$ cat src/rtl/dmem_if.sv
// Request/response bundle for one data-memory requester (processor or external port).
// Handshake: the requester raises req_val with a stable payload and holds both until a
// cycle where req_rdy is also high; that cycle is the transfer. resp_val pulses for one
// cycle carrying read data and cannot be back-pressured.
interface dmem_if #(
    parameter int ADDR_W = 32,
    parameter int DATA_W = 32
);
    logic              req_val;
    logic              req_rdy;
    logic              req_type;
    logic [ADDR_W-1:0] req_addr;
    logic [DATA_W-1:0] req_wdata;
    logic              resp_val;
    logic [DATA_W-1:0] resp_rdata;

    modport master (
        output req_val, req_type, req_addr, req_wdata,
        input  req_rdy, resp_val, resp_rdata
    );

    modport slave (
        input  req_val, req_type, req_addr, req_wdata,
        output req_rdy, resp_val, resp_rdata
    );
endinterface

$ cat src/rtl/dmem_arbiter.sv
// Shares one never-stalling data-memory port between the pipeline (p) and the external
// port (e); p has priority except when e has been refused STARVE_MAX cycles in a row.
module dmem_arbiter #(
    parameter int ADDR_W     = 32,
    parameter int DATA_W     = 32,
    parameter int STARVE_MAX = 4,
    localparam int CNT_W     = (STARVE_MAX > 0) ? $clog2(STARVE_MAX + 1) : 1
) (
    input  logic              clk,
    input  logic              rst,
    dmem_if.slave             p,
    dmem_if.slave             e,
    output logic              mem_req_val,
    output logic              mem_req_type,
    output logic [ADDR_W-1:0] mem_req_addr,
    output logic [DATA_W-1:0] mem_req_wdata,
    input  logic [DATA_W-1:0] mem_resp_rdata,
    output logic [CNT_W-1:0]  dbg_starve_cnt,
    output logic              dbg_resp_pend,
    output logic              dbg_resp_owner
);

    localparam logic [CNT_W-1:0] CNT_MAX = CNT_W'(STARVE_MAX);

    logic [CNT_W-1:0] starve_cnt, starve_nxt;
    logic             resp_pend, resp_pend_nxt;
    logic             resp_owner, resp_owner_nxt;
    logic             grant_p, grant_e;

    // Grant and memory-side mux. With STARVE_MAX = 0 the counter never leaves 0, so e
    // always takes priority.
    always_comb begin
        grant_e       = !rst && e.req_val && (!p.req_val || (starve_cnt == CNT_MAX));
        grant_p       = !rst && p.req_val && !grant_e;
        p.req_rdy     = grant_p;
        e.req_rdy     = grant_e;
        mem_req_val   = 1'b0;
        mem_req_type  = 1'b0;
        mem_req_addr  = '0;
        mem_req_wdata = '0;
        if (grant_e) begin
            mem_req_val   = 1'b1;
            mem_req_type  = e.req_type;
            mem_req_addr  = e.req_addr;
            mem_req_wdata = e.req_wdata;
        end else if (grant_p) begin
            mem_req_val   = 1'b1;
            mem_req_type  = p.req_type;
            mem_req_addr  = p.req_addr;
            mem_req_wdata = p.req_wdata;
        end
    end

    always_comb begin
        starve_nxt     = starve_cnt;
        resp_pend_nxt  = mem_req_val && !mem_req_type;
        resp_owner_nxt = grant_e;
        if (!e.req_val || grant_e) begin
            starve_nxt = '0;
        end else if (starve_cnt != CNT_MAX) begin
            starve_nxt = starve_cnt + CNT_W'(1);
        end
    end

    always_ff @(posedge clk or posedge rst) begin
        if (rst) begin
            starve_cnt <= '0;
            resp_pend  <= 1'b0;
            resp_owner <= 1'b0;
        end else begin
            starve_cnt <= starve_nxt;
            resp_pend  <= resp_pend_nxt;
            resp_owner <= resp_owner_nxt;
        end
    end

    // Read data is steered to the requester that issued the read one cycle earlier.
    always_comb begin
        p.resp_val   = 1'b0;
        p.resp_rdata = '0;
        e.resp_val   = 1'b0;
        e.resp_rdata = '0;
        if (resp_pend && !rst) begin
            if (resp_owner) begin
                e.resp_val   = 1'b1;
                e.resp_rdata = mem_resp_rdata;
            end else begin
                p.resp_val   = 1'b1;
                p.resp_rdata = mem_resp_rdata;
            end
        end
    end

    assign dbg_starve_cnt = starve_cnt;
    assign dbg_resp_pend  = resp_pend;
    assign dbg_resp_owner = resp_owner;

endmodule

$ cat src/flat_wrapper.sv
// flat-port wrapper written by rule: the top's interface ports become plain ports
module dmem_arbiter_flat 
#(
    parameter int ADDR_W     = 32,
    parameter int DATA_W     = 32,
    parameter int STARVE_MAX = 4,
    localparam int CNT_W     = (STARVE_MAX > 0) ? $clog2(STARVE_MAX + 1) : 1
)
  (clk, rst, mem_req_val, mem_req_type, mem_req_addr, mem_req_wdata, mem_resp_rdata, dbg_starve_cnt, dbg_resp_pend, dbg_resp_owner, p_req_val, p_req_type, p_req_addr, p_req_wdata, p_req_rdy, p_resp_val, p_resp_rdata, e_req_val, e_req_type, e_req_addr, e_req_wdata, e_req_rdy, e_resp_val, e_resp_rdata);
  dmem_if #(.ADDR_W(ADDR_W), .DATA_W(DATA_W)) p_i ();
  dmem_if #(.ADDR_W(ADDR_W), .DATA_W(DATA_W)) e_i ();
  input  logic clk;
  input  logic rst;
  output logic mem_req_val;
  output logic mem_req_type;
  output logic [ADDR_W-1:0] mem_req_addr;
  output logic [DATA_W-1:0] mem_req_wdata;
  input  logic [DATA_W-1:0] mem_resp_rdata;
  output logic [CNT_W-1:0] dbg_starve_cnt;
  output logic dbg_resp_pend;
  output logic dbg_resp_owner;
  input wire logic [$bits(p_i.req_val)-1:0] p_req_val;
  input wire logic [$bits(p_i.req_type)-1:0] p_req_type;
  input wire logic [$bits(p_i.req_addr)-1:0] p_req_addr;
  input wire logic [$bits(p_i.req_wdata)-1:0] p_req_wdata;
  output wire logic [$bits(p_i.req_rdy)-1:0] p_req_rdy;
  output wire logic [$bits(p_i.resp_val)-1:0] p_resp_val;
  output wire logic [$bits(p_i.resp_rdata)-1:0] p_resp_rdata;
  input wire logic [$bits(e_i.req_val)-1:0] e_req_val;
  input wire logic [$bits(e_i.req_type)-1:0] e_req_type;
  input wire logic [$bits(e_i.req_addr)-1:0] e_req_addr;
  input wire logic [$bits(e_i.req_wdata)-1:0] e_req_wdata;
  output wire logic [$bits(e_i.req_rdy)-1:0] e_req_rdy;
  output wire logic [$bits(e_i.resp_val)-1:0] e_resp_val;
  output wire logic [$bits(e_i.resp_rdata)-1:0] e_resp_rdata;
  assign p_i.req_val = p_req_val;
  assign p_i.req_type = p_req_type;
  assign p_i.req_addr = p_req_addr;
  assign p_i.req_wdata = p_req_wdata;
  assign p_req_rdy = p_i.req_rdy;
  assign p_resp_val = p_i.resp_val;
  assign p_resp_rdata = p_i.resp_rdata;
  assign e_i.req_val = e_req_val;
  assign e_i.req_type = e_req_type;
  assign e_i.req_addr = e_req_addr;
  assign e_i.req_wdata = e_req_wdata;
  assign e_req_rdy = e_i.req_rdy;
  assign e_resp_val = e_i.resp_val;
  assign e_resp_rdata = e_i.resp_rdata;
  dmem_arbiter #(.ADDR_W(ADDR_W), .DATA_W(DATA_W), .STARVE_MAX(STARVE_MAX)) u_core (.clk(clk), .rst(rst), .p(p_i), .e(e_i), .mem_req_val(mem_req_val), .mem_req_type(mem_req_type), .mem_req_addr(mem_req_addr), .mem_req_wdata(mem_req_wdata), .mem_resp_rdata(mem_resp_rdata), .dbg_starve_cnt(dbg_starve_cnt), .dbg_resp_pend(dbg_resp_pend), .dbg_resp_owner(dbg_resp_owner));
endmodule
$ cat config.mk
export PLATFORM = sky130hd
export DESIGN_NAME = dmem_arbiter_flat
export DESIGN_NICKNAME = d
export VERILOG_FILES = /design/src/rtl/dmem_if.sv /design/src/rtl/dmem_arbiter.sv /design/src/flat_wrapper.sv
export SDC_FILE = /design/constraint.sdc
export NUM_CORES = 1
export LEC_CHECK = 0
export CAP_MARGIN = 40
export CORE_AREA = 2 2 117 119
export DETAILED_ROUTE_END_ITERATION = 12
export DIE_AREA = 0 0 119 121
export PLACE_DENSITY = 0.52
export SYNTH_ARGS = -nofsm -noshare
export SYNTH_HDL_FRONTEND = slang
export SYNTH_SLANG_ARGS = --single-unit
$ cat constraint.sdc
create_clock -name clk -period 3.8 [get_ports clk]
set_input_delay 0.95 -clock clk [delete_from_list [all_inputs] [get_ports clk]]
set_output_delay 0.95 -clock clk [all_outputs]
set_load 0.05 [all_outputs]
==> run summary <==
## Clock tree
- **TritonCTS clock tree** done
- **hold bufs inserted after CTS** 0
- **insertion delay of the later-clocked pin in the worst-skew pair** 0.22 ns
- **total setup buffers inserted after CTS** 0
- **cts bufs inserted** 3
- **clock root buffer** sky130_fd_sc_hd__clkbuf_16
- **clock-pin transition on the worst setup and hold timing paths** 0.03 ns
- **number of H-tree levels** 1
- **maximum count of clock buffers along a single path** 2
- **count of instances resized after the clock tree is built** 0
- **CTS sink cnt** 5

## Route
- **first drt pass iteration count** 4
- **remaining routing DRC violations** 0
- **mean routed wirelength per cell** 16.8 um
- **antenna violation net count after detailed routing** 0
- **iteration-0 DRC count of the detailed router** 132
- **overall via count from detail_route** 2612
- **total wire length after detailed routing** 11000 um
- **vias per std cell** 4.01

## Setup path
- **setup slack of the worst register-to-register path** 1.97 ns
- **critical path arrival** 2.56 ns
- **required time at the worst-slack endpoint** 2.85 ns
- **FF-to-FF Start** u_core.dbg_starve_cnt[0]$_DFFE_PP0P_
- **startpoint of the most critical setup path** e_req_val
- **number of cells on the worst reg-to-reg path** 6
- **largest fanout of any net on the critical path** 30
- **crit start category** input port
- **nature of the critical path endpoint** primary output
- **endpoint of the worst register-to-register path** u_core.dbg_resp_pend$_DFF_PP0_
- **Worst setup endpoint** mem_req_wdata[13]
- **Crit Path Class** in2out

## Timing
- **setup repair after global routing missed its margin** false
- **Fin Setup TNS** 0 ns
- **final worst clock skew** 0.000667 ns
- **Final Hold Viols** 0
- **fin crit period** 3.51 ns
- **share of the clock period used by the worst path after layout** 92.3%
- **count of final max-slew check failures** 0
- **Max transition margin** 62.0%
- **final setup violation count** 0
- **Max Clock Freq** 285 MHz
- **slew at the pin closest to its max-slew limit** 0.568 ns

## Floorplan
- **die extent in x** 119 um
- **die area** 14400 sq um
- **I/O pin count** 305
- **overall die height** 121 um
- **Initial Util** 10.4%
- **area of the core** 13100 sq um
- **Site Rows** 42

## Placed design
- **IO buf count** 304
- **DPL Wire Length** 9660 um
- **last weighted congestion value of the routability-driven placer** 0.783

## Global routing
- **first-pass GRT wire length** 15700 um
- **antenna violations before repair** 0
- **gr usage total** 13.9%
- **maximum number of pins on one net before global-route repair** 68
- **via count of the first global-routing pass** 2639
- **Overflow after GRT** 0

## Pwr
- **Comb power frac** 77.9%
- **Pleak** 2.47 nW
- **switching pwr** 428 uW
- **power share of the clock group** 16.1%
- **total internal power** 636 uW
- **Flop pwr share** 6.0%
- **switching portion of total power** 40.2%
- **worst supply voltage drop on vdd** 0.000120 V
- **total power per unit cell area** 176 nW/um^2

## Final layout
- **ANT cells** 0
- **fraction of final layout cells sized beyond drive strength 1** 31.7%
- **fin util** 46.1%
- **leading cell type in the layout, fill and taps excluded** sky130_fd_sc_hd__clkdlybuf4s50_1
- **final-stage net count** 645
- **most used cells in the layout excluding fill and tap cells** sky130_fd_sc_hd__clkdlybuf4s50_1, sky130_fd_sc_hd__buf_12, sky130_fd_sc_hd__a22o_1, sky130_fd_sc_hd__and2_1, sky130_fd_sc_hd__buf_4
- **relative area change from synthesis to final layout** 342%

## Logic synthesis
- **post-synthesis instance total** 178
- **share of synthesized cell area in full adder, half adder and majority cells** 1.83%
- **simple-gate area share of the yosys netlist** 34.4%
- **mux cell area share after synthesis** 0.733%
- **portion of the post-synthesis area used by sequential elements** 9.16%
- **mean instance size in the synthesized netlist** 7.68 sq um
- **total standard cell area after synthesis** 1370 sq um
- **xor/xnor cell area share of the yosys netlist** 0.641%
- **net count after synthesis** 346
- **largest family of logic cells by synthesized area** compound AO/OA/AOI/OAI gates
- **flop and latch count out of synthesis** 5
- **library cells used by synthesis** 21
- **Synth Area in Compound Gates** 43.3%
- **number of warnings issued by yosys** 0

## Run status
- **outcome** finished clean

## Worst hold path
- **type of the worst min-delay path** reg2reg

## Flow run
- **number of max-capacitance violations reported** 0

stage by stage:
step | area, sq um | hold slack (ns) | setup slack (ns) | total power [mW] | instances
global route | 6040 | 0.679 | 0.188 | 1.10 | 652
floorplan | 1370 | 0.745 | 0.389 | 0.397 | 178
global placement | 5960 | 0.608 | 0.257 | 0.894 | 648
CTS | 6040 | 0.640 | 0.274 | 1.07 | 652
finish | 6040 | 0.639 | 0.293 | 1.06 | 652
detailed placement | 5960 | 0.627 | 0.274 | 0.899 | 648
how the worst min path moves through the flow:
stage                                                end  slack (ns)  cells after the start                                  from
floorplan                u_core.dbg_resp_owner$_DFF_PP0_        0.74                      1                                   rst
CTS                 u_core.dbg_starve_cnt[2]$_DFFE_PP0P_        0.64                      2  u_core.dbg_starve_cnt[2]$_DFFE_PP0P_
finish              u_core.dbg_starve_cnt[2]$_DFFE_PP0P_        0.64                      2  u_core.dbg_starve_cnt[2]$_DFFE_PP0P_
global route        u_core.dbg_starve_cnt[2]$_DFFE_PP0P_        0.68                      2  u_core.dbg_starve_cnt[2]$_DFFE_PP0P_
global placement    u_core.dbg_starve_cnt[2]$_DFFE_PP0P_        0.61                      2  u_core.dbg_starve_cnt[2]$_DFFE_PP0P_
detailed placement  u_core.dbg_starve_cnt[2]$_DFFE_PP0P_        0.63                      2  u_core.dbg_starve_cnt[2]$_DFFE_PP0P_
metal layers:
layer	wire length (um)	global-route usage [%]
met1	4120	15.7
met2	5820	26.7
met3	994	4.04
met4	49	1.19
met5	0	0
synth_stat cells:
cell / n / area share, %
sky130_fd_sc_hd__o21ai_0: 1 / 0.37
sky130_fd_sc_hd__buf_6: 4 / 3.3
sky130_fd_sc_hd__nor3b_1: 3 / 1.6
sky130_fd_sc_hd__nor4b_1: 1 / 0.64
sky130_fd_sc_hd__nand2_1: 2 / 0.55
sky130_fd_sc_hd__mux2i_1: 1 / 0.73
sky130_fd_sc_hd__nand2b_1: 1 / 0.46
sky130_fd_sc_hd__dfrtp_1: 5 / 9.2
sky130_fd_sc_hd__inv_1: 4 / 1.1
sky130_fd_sc_hd__and3_1: 2 / 0.92
sky130_fd_sc_hd__ha_1: 2 / 1.8
sky130_fd_sc_hd__a221oi_1: 1 / 0.64
sky130_fd_sc_hd__xnor2_1: 1 / 0.64
sky130_fd_sc_hd__nor2_1: 2 / 0.55
sky130_fd_sc_hd__buf_2: 8 / 2.9
sky130_fd_sc_hd__a21oi_2: 1 / 0.64
sky130_fd_sc_hd__clkbuf_2: 1 / 0.37
sky130_fd_sc_hd__and2_1: 64 / 29
sky130_fd_sc_hd__nand3_1: 1 / 0.37
sky130_fd_sc_hd__clkbuf_1: 8 / 2.2
sky130_fd_sc_hd__a22o_1: 65 / 42
worst max-delay path, cell delays in order:
cell and delay, ns:
sky130_fd_sc_hd__clkdlybuf4s50_1 0.47, sky130_fd_sc_hd__nand3_1 0.11, sky130_fd_sc_hd__and3_2 0.37, sky130_fd_sc_hd__buf_12 0.24, sky130_fd_sc_hd__a22o_1 0.24, sky130_fd_sc_hd__buf_12 0.16
logic make-up after synthesis:
logic type      Yosys count
buf+inv                  25
fa+ha+maj                 2
simple gates             76
compound gates           68
flops                     5
xor+xnor                  1
mux                       1
power by group through the flow:
stage | combinational [mW] | clock (mW) | sequential [mW]
after floorplan | 0.318 | 0 | 0.0787
after global placement | 0.830 | 0 | 0.0638
after detailed placement | 0.835 | 0 | 0.0642
after CTS | 0.837 | 0.172 | 0.0637
after global routing | 0.859 | 0.177 | 0.0646
final | 0.830 | 0.171 | 0.0636
state kept, by name, summed over array words and instances, names as in the netlist:
signal / count
u_core.dbg_starve_cnt: 3
u_core.dbg_resp_pend: 1
u_core.dbg_resp_owner: 1
cell type report:
type                            instances  area [sq um]
Clock buffer                            4          78.8
Fill cell                            1200          7050
Timing Repair Buffer                  315          4480
Tap cell                              176           220
Inverter                                4          15.0
Multi-Input combinational cell        148          1120
Sequential cell                         5           125
Note: power is estimated with default switching activity, not from simulation.
